**src/rtl/mips_pkg.sv**
```systemverilog
// Shared MIPS funct encodings, HI/LO divider FSM states and small helpers.
package mips_pkg;

    localparam int unsigned DATA_W = 32;

    localparam logic [5:0] MFHI  = 6'b010000;
    localparam logic [5:0] MTHI  = 6'b010001;
    localparam logic [5:0] MFLO  = 6'b010010;
    localparam logic [5:0] MTLO  = 6'b010011;
    localparam logic [5:0] MULT  = 6'b011000;
    localparam logic [5:0] MULTU = 6'b011001;
    localparam logic [5:0] DIV   = 6'b011010;
    localparam logic [5:0] DIVU  = 6'b011011;

    typedef enum logic [1:0] {
        IDLE = 2'd0,
        ITER = 2'd1,
        FIX  = 2'd2
    } div_state_t;

    function automatic logic is_hilo_op(input logic [5:0] funct);
        return funct inside {MFHI, MTHI, MFLO, MTLO, MULT, MULTU, DIV, DIVU};
    endfunction

    // Magnitude of a two's complement value when treated as signed.
    function automatic logic [DATA_W-1:0] abs_if(input logic [DATA_W-1:0] v, input logic sgn);
        return (sgn && v[DATA_W-1]) ? -v : v;
    endfunction

endpackage

```
**src/rtl/hilo_div_unit_div_core.sv**
```systemverilog
// Unsigned restoring divider datapath: one remainder/quotient step per step_en.
module div_core
    import mips_pkg::*;
#(
    parameter int unsigned ITERS = 32
) (
    input  logic              clk,
    input  logic              rst_n,
    input  logic              start_i,
    input  logic              step_en_i,
    input  logic [DATA_W-1:0] dividend_i,
    input  logic [DATA_W-1:0] divisor_i,
    output logic [DATA_W-1:0] quotient_o,
    output logic [DATA_W-1:0] remainder_o,
    output logic              last_o
);

    localparam int unsigned CW = $clog2(ITERS);

    logic [DATA_W-1:0] rem_q, rem_d;
    logic [DATA_W-1:0] quot_q, quot_d;
    logic [DATA_W-1:0] dvsr_q;
    logic [CW-1:0]     cnt_q;
    logic [DATA_W:0]   shifted;
    logic              ge;

    // The quotient register doubles as the dividend shift source.
    always_comb begin
        shifted = {rem_q, quot_q[DATA_W-1]};
        ge      = (shifted >= {1'b0, dvsr_q});
        rem_d   = ge ? (shifted[DATA_W-1:0] - dvsr_q) : shifted[DATA_W-1:0];
        quot_d  = {quot_q[DATA_W-2:0], ge};
    end

    always_ff @(posedge clk or negedge rst_n) begin
        if (!rst_n) begin
            rem_q  <= '0;
            quot_q <= '0;
            dvsr_q <= '0;
            cnt_q  <= '0;
        end else if (start_i) begin
            rem_q  <= '0;
            quot_q <= dividend_i;
            dvsr_q <= divisor_i;
            cnt_q  <= '0;
        end else if (step_en_i) begin
            rem_q  <= rem_d;
            quot_q <= quot_d;
            cnt_q  <= cnt_q + 1'b1;
        end
    end

    assign quotient_o  = quot_q;
    assign remainder_o = rem_q;
    assign last_o      = (cnt_q == CW'(ITERS - 1));

endmodule

```
**src/rtl/hilo_div_unit.sv**
```systemverilog
// HI/LO register owner: MULT capture, MTHI/MTLO, MFHI/MFLO reads, iterative DIV/DIVU.
// Optional HILO_DIV_ZERO_FAST_EN: zero divisor bypasses the iteration phase.
module hilo_div_unit
    import mips_pkg::*;
#(
    parameter int unsigned DIV_ITERS = 32
) (
    input  logic              clk,
    input  logic              rst_n,
    input  logic              op_valid,
    input  logic [5:0]        op_sel,
    input  logic [DATA_W-1:0] input1,
    input  logic [DATA_W-1:0] input2,
    input  logic [DATA_W-1:0] alu_result,
    input  logic [DATA_W-1:0] alu_result_h,
    input  logic              flush,
    output logic              stall_req,
    output logic              busy,
    output logic [DATA_W-1:0] mf_data,
    output logic [DATA_W-1:0] hi,
    output logic [DATA_W-1:0] lo
);

    div_state_t        state_q, state_d;
    logic [DATA_W-1:0] hi_q, hi_d, lo_q, lo_d;
    logic              qneg_q, rneg_q, dz_q;
    logic              accept, is_div, sgn, start, step_en, last;
    logic [DATA_W-1:0] quot_w, rem_w, q_res, r_res;

    assign accept  = op_valid && (state_q == IDLE) && !flush;
    assign is_div  = (op_sel == DIV) || (op_sel == DIVU);
    assign sgn     = (op_sel == DIV);
    assign start   = accept && is_div;
    assign step_en = (state_q == ITER) && !flush;

    div_core #(.ITERS(DIV_ITERS)) u_core (
        .clk         (clk),
        .rst_n       (rst_n),
        .start_i     (start),
        .step_en_i   (step_en),
        .dividend_i  (abs_if(input1, sgn)),
        .divisor_i   (abs_if(input2, sgn)),
        .quotient_o  (quot_w),
        .remainder_o (rem_w),
        .last_o      (last)
    );

    always_comb begin
        state_d = state_q;
        case (state_q)
            IDLE: if (start) begin
`ifdef HILO_DIV_ZERO_FAST_EN
                state_d = (input2 == '0) ? FIX : ITER;
`else
                state_d = ITER;
`endif
            end
            ITER: if (flush) state_d = IDLE;
                  else if (last) state_d = FIX;
            default: state_d = IDLE;
        endcase
    end

    // Zero divisor keeps the raw unsigned result; with the fast path no shifts
    // happened, so the dividend magnitude still sits in the quotient register.
    always_comb begin
`ifdef HILO_DIV_ZERO_FAST_EN
        q_res = dz_q ? '1     : (qneg_q ? -quot_w : quot_w);
        r_res = dz_q ? quot_w : (rneg_q ? -rem_w  : rem_w);
`else
        q_res = dz_q ? quot_w : (qneg_q ? -quot_w : quot_w);
        r_res = dz_q ? rem_w  : (rneg_q ? -rem_w  : rem_w);
`endif
    end

    always_comb begin
        hi_d = hi_q;
        lo_d = lo_q;
        if (accept) begin
            case (op_sel)
                MULT, MULTU: begin
                    hi_d = alu_result_h;
                    lo_d = alu_result;
                end
                MTHI:    hi_d = input1;
                MTLO:    lo_d = input1;
                default: ;
            endcase
        end
        if ((state_q == FIX) && !flush) begin
            hi_d = r_res;
            lo_d = q_res;
        end
    end

    always_ff @(posedge clk or negedge rst_n) begin
        if (!rst_n) begin
            state_q <= IDLE;
            hi_q    <= '0;
            lo_q    <= '0;
            qneg_q  <= 1'b0;
            rneg_q  <= 1'b0;
            dz_q    <= 1'b0;
        end else begin
            state_q <= state_d;
            hi_q    <= hi_d;
            lo_q    <= lo_d;
            if (start) begin
                qneg_q <= sgn && (input1[DATA_W-1] ^ input2[DATA_W-1]);
                rneg_q <= sgn && input1[DATA_W-1];
                dz_q   <= (input2 == '0);
            end
        end
    end

    assign busy      = (state_q != IDLE);
    assign stall_req = busy && op_valid && is_hilo_op(op_sel);
    assign hi        = hi_q;
    assign lo        = lo_q;

    always_comb begin
        mf_data = '0;
        if (op_valid && (op_sel == MFHI)) mf_data = hi_q;
        else if (op_valid && (op_sel == MFLO)) mf_data = lo_q;
    end

endmodule

```
**config.mk**
```make
export PLATFORM = sky130hd
export DESIGN_NAME = hilo_div_unit
export DESIGN_NICKNAME = d
export VERILOG_FILES = /design/src/rtl/mips_pkg.sv /design/src/rtl/hilo_div_unit_div_core.sv /design/src/rtl/hilo_div_unit.sv
export SDC_FILE = /design/constraint.sdc
export NUM_CORES = 1
export LEC_CHECK = 0
export ABC_AREA = 0
export BUFFER_PORTS_ARGS = -buffer_cell sky130_fd_sc_hd__buf_2
export CAP_MARGIN = 20
export CORE_MARGIN = 2
export CORE_UTILIZATION = 60
export CTS_CLUSTER_SIZE = 28
export DETAILED_ROUTE_END_ITERATION = 8
export PLACE_DENSITY = 0.87
export SLEW_MARGIN = 20
export SYNTH_ARGS = -nofsm -noshare
export SYNTH_HDL_FRONTEND = slang
export SYNTH_SLANG_ARGS = --single-unit
```
**constraint.sdc**
```tcl
create_clock -name clk -period 4.65 [get_ports clk]
set_input_delay 0.465 -clock clk [delete_from_list [all_inputs] [get_ports clk]]
set_output_delay 0.465 -clock clk [all_outputs]
set_load 0.005 [all_outputs]
```
Word level (Yosys, flattened, before mapping):

Cells that the tools add are included.

* flip-flop bits (word level): 170

* reduce and logical (&&, ||, !) cells: 26
* multiplexer cells: 25
* add/subtract/negate cells: 6
* eq/ne operators: 13
* $lt $le $gt $ge: 1
* bitwise logic cells: 1

Operators by type and width (number)
* 32-bit 2-to-1 mux: 17
* 32-bit negation: 4
* 32-bit case mux with 2 select lines: 2
* 6-bit by 5-bit == test with 1-bit output, second input constant: 8
* 33-bit by 32-bit >= comparator with 1-bit output: 1
* 32-bit logical NOT: 1
* 32-bit subtractor: 1
* 1-bit logical AND: 12
* 5-bit 2-to-1 mux: 2
* 8-bit nonzero test: 1
* 2-bit 2-to-1 mux: 3
* 2-bit AND reduction: 3
* 2-bit nonzero test: 3
* 3-bit nonzero test: 2
* 5-bit by 1-bit adder with 5-bit output, second input constant: 1
* 5-bit == test, second input constant: 1
* 2-bit case mux with 2 select lines: 1
* 3-bit != test, second input constant: 1
* 2-bit by 1-bit == test with 1-bit output, second input constant: 1
* 2-bit == test, second input constant: 1
* 2-bit logical NOT: 1
* 2-bit != test, second input constant: 1
* 2-bit OR reduction: 1
* 1-bit logical NOT: 1
* other kinds (2): 2

Depth between registers and ports, before layout:

Gate-level depths: netlist (run 1).

* word-level depth: 6
* mapped depth: 14
* mapped depth without buffers: 13

By module:

A second synthesis (run 1) with hierarchy kept.

* cells, all modules: 1572
* area, all modules: 13357.8 µm²

By module, submodules not included
* hilo_div_unit: cells an instance 864, times used 1, area an instance 7014.2 µm²
* div_core: cells an instance 708, times used 1, area an instance 6343.6 µm²

Worst setup path before layout (run 1):

No wires, ideal clock.

* kind: reg2reg
* start: reg u_core.quot_q[31] (netlist: u_core.quotient_o[31])
* end: reg u_core.rem_q[30] (netlist: u_core.remainder_o[30])
* buffers on the path: 0
* cell stages (with the launch flop): 14
* data arrival time: 3027 ps
* slack: 1502 ps
* clock period less this slack: 3148 ps
* library setup time: 122 ps
* cell sequence: dfrtp_1 -> inv_1 -> ha_1 -> inv_1 -> fa_1 -> a21o_1 -> a221oi_1 -> o31ai_1 -> a2111o_1 -> a21oi_1 -> nor2_1 -> a221oi_1 -> mux2i_1 -> nand2_1

* word-level cells in the longest chain between the ends: 4
* elaborated cells on any way between the ends: 5

Ends and longest elaborated chain
* start, declared: line hilo_div_unit_div_core.sv:21 `logic [DATA_W-1:0] quot_q, quot_d;`
* start signal, assigned: line hilo_div_unit_div_core.sv:43 `quot_q <= dividend_i;`
* start signal, assigned: line hilo_div_unit_div_core.sv:48 `quot_q <= quot_d;`
* 32-bit subtractor / 33-bit by 32-bit >= comparator with 1-bit output (equally long branches): line hilo_div_unit_div_core.sv:31, hilo_div_unit_div_core.sv:30
* 32-bit 2-to-1 mux (*): line hilo_div_unit_div_core.sv:31 `rem_d = ge ? (shifted[DATA_W-1:0] - dvsr_q) : shifted[DATA_W-1:0];`
* 32-bit 2-to-1 mux (*): line hilo_div_unit_div_core.sv:46 `end else if (step_en_i) begin`
* 32-bit 2-to-1 mux (*): line hilo_div_unit_div_core.sv:41 `end else if (start_i) begin`
* end signal, assigned: line hilo_div_unit_div_core.sv:47 `rem_q <= rem_d;`
* end, declared: line hilo_div_unit_div_core.sv:20 `logic [DATA_W-1:0] rem_q, rem_d;`

Every way passes the cells marked *; elsewhere a longest branch is shown, timed or not. The select of a mux whose other input is x is not followed.
A chain may end at the register's enable or synchronous reset.

Worst setup path after layout (run 1):

Ends and elaborated chain as after synthesis.

==> results of run 1 <==
state kept, by name (all words and copies together) (netlist names):
name,count
dz_q,1
hi,32
lo,32
qneg_q,1
rneg_q,1
state_q,2
u_core.cnt_q,5
u_core.dvsr_q,32
u_core.quotient_o,32
u_core.remainder_o,32
worst max-delay path, cell delays in order, from the launching register on:
cell and delay [ps]:
dfrtp_1 400, inv_1 100, ha_1 180, inv_1 50, fa_1 410, a21o_1 210, a221oi_1 590, o31ai_1 190
a2111o_1 460, a21oi_1 320, nor2_1 100, a221oi_1 340, mux2i_1 220, nand2_1 60
cells in the mapped netlist, types with 10 or more instances:
master / number / area (µm²)
a211oi_1: 30 / 225
a21o_1: 15 / 113
a21oi_1: 114 / 571
a22o_1: 33 / 289
a22oi_1: 31 / 233
a31oi_1: 16 / 100
clkbuf_1: 91 / 342
dfrtp_1: 170 / 4250
ha_1: 38 / 475
inv_1: 56 / 210
mux2i_1: 69 / 691
nand2_1: 146 / 548
nand2b_1: 13 / 81.3
nand3_1: 42 / 210
nor2_1: 120 / 450
nor3_1: 24 / 120
nor4_1: 16 / 100
o211ai_1: 38 / 285
o21ai_0: 168 / 841
o31ai_1: 24 / 180
o41ai_1: 10 / 87.6
xnor2_1: 73 / 639
xor2_1: 73 / 639
path summary, 6_finish.rpt:
check                                       from                     end  depth (start not counted)
setup / recovery           u_core.quotient_o[31]  u_core.remainder_o[30]                         13
hold / removal                             rst_n                   lo[6]                          1
setup reg to reg           u_core.quotient_o[31]  u_core.remainder_o[30]                         13
hold reg to reg                 u_core.dvsr_q[5]        u_core.dvsr_q[5]                          2
max in group asynchronous                  rst_n   u_core.quotient_o[14]                          2
min in group clk                       op_sel[0]                  qneg_q                          2
final cells by class:
type,instances,area [µm²],share of cell area (%)
inverters,56,210,1.46
clock buffers,20,467,3.25
multi-input cells,1185,7670,53.4
well taps,270,338,2.35
flip-flops and latches,170,4250,29.6
clock inverters,12,92.6,0.645
diodes,3,7.51,0.0523
repair buffers,252,1320,9.21
per-layer routing:
metal	part of all wire, %	wire, µm
met1	41	15500
met2	48	18000
met3	8.2	3080
met4	2.9	1090
met5	0	0
stage by stage:
| step | area, µm² | utilization [%] |
|---|---|---|
| floorplan | 12500 | - |
| global placement | 13800 | 67.9 |
| detailed placement | 13800 | 67.9 |
| CTS | 14300 | 70.6 |
| global route | 14400 | 70.7 |
| finish | 14400 | 70.8 |
cells by family (layout without fill, tap and decap cells):
| family | Yosys count | in the layout | synth area share (%) |
|---|---|---|---|
| other | 0 | 3 | 0 |
| xor gates and xnor gates | 146 | 146 | 10.3 |
| adders and majority gates | 39 | 39 | 3.97 |
| buffers and inverters | 157 | 340 | 4.75 |
| AOI/OAI and AO/OA | 507 | 507 | 25.6 |
| muxes | 69 | 69 | 5.54 |
| and+or+nand+nor | 424 | 424 | 15.8 |
| DFF | 170 | 170 | 34.1 |
power by group through the flow:
| stage | logic (mW) | clock network [mW] | registers, mW |
|---|---|---|---|
| after CTS | 3.67 | 1.36 | 2.34 |
| after detailed placement | 3.63 | 0 | 2.36 |
| after global placement | 3.57 | 0 | 2.34 |
| final | 3.72 | 1.35 | 2.37 |
| after floorplan | 2.74 | 0 | 2.22 |
| after global routing | 4.12 | 1.42 | 2.41 |
==> results.cfg, run 1 <==
[yosys]
ys_seq_area_share_pct = 34.1
ys_types = 61
syn_inst = 1512
yosysWarnings = 0
syn-cell-area_mm2 = 0.0125
ys.flop_type = dfrtp_1
synth-seq-cells = 170
syn_area_per_cell_um2 = 8.25
synth_edf_count = 0
async_flop_share_pct = 100
syn-num-nets = 1689

[power_and_ir_drop]
p_sw_share_pct = 44.3
internal_power_mw = 4.15
p_leak_nw = 6.74
total_power_mw = 7.44
switchingPower_mw = 3.29
ir_worst_vdd_uv = 382
pwr-share-clk_pct = 18.1
seqPwrFrac_pct = 31.8
powerDensity_mw_per_mm2 = 518
combPwrFrac_pct = 50.0

[timing]
finalCritPeriodShare_pct = 80.7
final_hold_viol_count = 0
setup-violations-final = 0
rsz0062_at_grt = no
tns_ps = 0
max_freq_ghz = 0.267
finalMaxSlewViolations = 0
fin_hold_ws_ps = 112
finClkSkew_ps = 11.2
min_period_ps = 3750
postLayoutSetupSlackWorst_ps = 898
slew_headroom_pct = 31.3
tightest_slew_ps = 1020

[placement]
place.gp.congestion = 0.917
portBuffers = 235
dp_cells = 1932
dp_slack_ps = 1030
hpwl_um = 27100

[final_layout]
final_nets = 1859
finalNonFillerCells = 1968
drive_gt1_share_pct = 18.1
fillers = 1639
layout_commonest_cell = buf_2
area_growth_pct = 15.2
final_cell_mix = buf_2 (234), dfrtp_1 (170), o21ai_0 (168)

[critical_path]
arrival_ps = 4070
path_max_fanout = 4
required_ps = 4970
startpoint_type = flop
setup.worst_path.class = reg2reg
rrSetupSlack_ps = 900
end_kind = flop

[clock_network]
cts_resized = 0
clk_pin_slew_ps = 70
cts_hold_buf = 0
h-tree-depth = 4
cts_root_buffer = clkbuf_16
clk_latency_ps = 430
clockBufferDepth = 2
cts_inserted_buffers = 17
cts_tree = yes
cts_setup_buffers = 0
cts.sinks = 170

[die]
rows = 52
coreArea_mm2 = 0.0203
die_y_um = 148
io_pins = 236
start_util_pct = 61.4
die-area_mm2 = 0.0220
die_w_um = 148

[grt]
antenna_found_initial = 0
grt_remaining_overflow = 0
grt_usage_pct = 33.3
grt_use_met2_pct = 55.4
grt_util_met1_pct = 44.2
grtUsageMet3_pct = 5.00
grt_pass1_vias = 11400
grt_max_degree = 108
grt_pass1_wl_um = 58600
busiest_layer = met2

[detailed_routing]
drtAntennaViolNets = 0
routed_wl_um = 37800
drc = 0
vias = 12400
first_pass_iters = 6
post_drt_wl_per_cell_um = 19.2
drtIter0Drc = 1070
viasPerCell = 6.31

[outcome]
status = finished, final reports clean

[min_path]
hold_path_class = in2async

[run]
maxCapViolCount = 0
No activity file was read; power rests on OpenSTA's default activity.
==> inputs of run 2 (changes only) <==
--- a/config.mk
+++ b/config.mk
@@ -9,10 +9,10 @@
 export BUFFER_PORTS_ARGS = -buffer_cell sky130_fd_sc_hd__buf_2
 export CAP_MARGIN = 20
 export CORE_MARGIN = 2
-export CORE_UTILIZATION = 60
+export CORE_UTILIZATION = 57
 export CTS_CLUSTER_SIZE = 28
 export DETAILED_ROUTE_END_ITERATION = 8
-export PLACE_DENSITY = 0.87
+export PLACE_DENSITY = 0.84
 export SLEW_MARGIN = 20
 export SYNTH_ARGS = -nofsm -noshare
 export SYNTH_HDL_FRONTEND = slang
==> constraint.sdc (replaced) <==
create_clock -name clk -period 3.5 [get_ports clk]
set_input_delay 0.35 -clock clk [delete_from_list [all_inputs] [get_ports clk]]
set_output_delay 0.35 -clock clk [all_outputs]
set_load 0.005 [all_outputs]
==> results.cfg, run 2 (same netlist as run 1, synthesis figures left out) <==
[placement]
hpwl_um = 28100
portBuffers = 235
place.gp.congestion = 0.914

[detailed_routing]
drtAntennaViolNets = 0
drc = 0
vias = 12300
viasPerCell = 6.17
post_drt_wl_per_cell_um = 18.9
routed_wl_um = 37800
drtIter0Drc = 1230
first_pass_iters = 5

[critical_path]
setup.worst_path.class = reg2reg
critPathSlowestCell = a2111o_1
slowest_delay_ps = 450
path_max_fanout = 3
end_kind = flop
path_cells = inv_1 -> ha_1 -> inv_1 -> fa_1 -> a21o_1 -> a221oi_2 -> o31ai_1 -> a2111o_1 -> a21oi_1 -> nor2_1 -> a221oi_1 -> mux2i_1 -> nand2_1
required_ps = 3820
path_common_cell = inv_1
arrival_ps = 3640
r2r_cells = 13
startpoint_type = flop

[timing]
setup-violations-final = 0
rsz0062_at_grt = no
max_freq_ghz = 0.301
tightest_slew_ps = 847
final_hold_viol_count = 0
finalCritPeriodShare_pct = 95.1
finClkSkew_ps = 12.1
tns_ps = 0
finalMaxSlewViolations = 0
min_period_ps = 3330
slew_headroom_pct = 43.4

[clock_network]
cts_setup_buffers = 0
clk_pin_slew_ps = 60
h-tree-depth = 4
cts_inserted_buffers = 17
cts_tree = yes
clockBufferDepth = 2
cts.sinks = 170
clk_latency_ps = 430
cts_root_buffer = clkbuf_16

[die]
die-area_mm2 = 0.0231
die_w_um = 152
coreArea_mm2 = 0.0216
start_util_pct = 57.7
io_pins = 236
die_y_um = 152
rows = 54

[grt]
grt_pass1_vias = 12000
grt_remaining_overflow = 0
antenna_found_initial = 2
grt_usage_pct = 32.6
grt_max_degree = 125
grt_pass1_wl_um = 62000

[run]
maxCapViolCount = 0

[min_path]
hold_path_class = in2reg
hold_path_depth = 3

[final_layout]
layout_commonest_cell = buf_2
final_cell_mix = buf_2 (234), dfrtp_1 (170), o21ai_0 (168)
drive_gt1_share_pct = 19.1
final_nets = 1882
area_growth_pct = 17.1
final_util_pct = 67.5

[power_and_ir_drop]
ir_worst_vdd_uv = 571
p_leak_nw = 6.90
powerDensity_mw_per_mm2 = 698

[outcome]
status = finished, final reports clean
==> run 2: layout make-up <==
type / count / area [µm²]
flip-flops and latches: 170 / 4250
diodes: 1 / 2.50
inverters: 56 / 210
fillers: 1799 / 7020
repair buffers: 275 / 1520
well taps: 280 / 350
clock buffers: 19 / 443
clock inverters: 13 / 143
multi-input cells: 1185 / 7680
==> run 2: timing repair <==
action,CTS,global route
hold endpoints to repair,70,0
hold buffers,1,0
gates resized for setup,0,1
setup endpoints to repair,0,2
==> run 2: worst max-delay path: cells and delay by family, from the launching register on <==
| kind | cells | cell delay [ps] |
|---|---|---|
| buffers and inverters | 2 | 170 |
| adders and majority gates | 2 | 580 |
| DFF | 1 | 400 |
| and+or+nand+nor | 2 | 130 |
| muxes | 1 | 240 |
| AOI/OAI and AO/OA | 6 | 1700 |
==> run 2: power by group <==
| group | total [mW] | internal (mW) | switching [mW] |
|---|---|---|---|
| clock network | 1.91 | 1.08 | 0.830 |
| logic | 5.18 | 2.25 | 2.92 |
| registers | 3.10 | 2.44 | 0.658 |
| total | 10.2 | 5.78 | 4.41 |
==> run 2: per-layer routing <==
metal | track usage, % | share of wire (%)
met3 | 5.76 | 7.8
met4 | 13.2 | 3.2
met5 | 0 | 0.069
met2 | 53.0 | 47
met1 | 43.3 | 42
==> run 2: worst paths after layout <==
check / startpoint / end / slack, ps
min in group asynchronous: rst_n / lo[7] / 520
min: input2[1] / u_core.dvsr_q[1] / 200
max: u_core.quotient_o[31] / u_core.remainder_o[30] / 170
max in group asynchronous: rst_n / lo[28] / 2050
min reg2reg: u_core.dvsr_q[19] / u_core.dvsr_q[19] / 480
max reg2reg: u_core.quotient_o[31] / u_core.remainder_o[30] / 170
==> run 2: through the flow <==
stage | total power [mW] | area (µm²) | instances | setup WS (ps) | hold slack [ps]
after floorplan | 6.58 | 12500 | 1512 | 352 | 54.4
after global placement | 8.06 | 14000 | 1964 | 216 | 408
after detailed placement | 8.19 | 14000 | 1964 | 144 | 414
after CTS | 10.1 | 14600 | 1997 | 110 | 192
after global routing | 10.9 | 14600 | 1998 | 61.5 | 212
final | 10.2 | 14600 | 1999 | 173 | 197
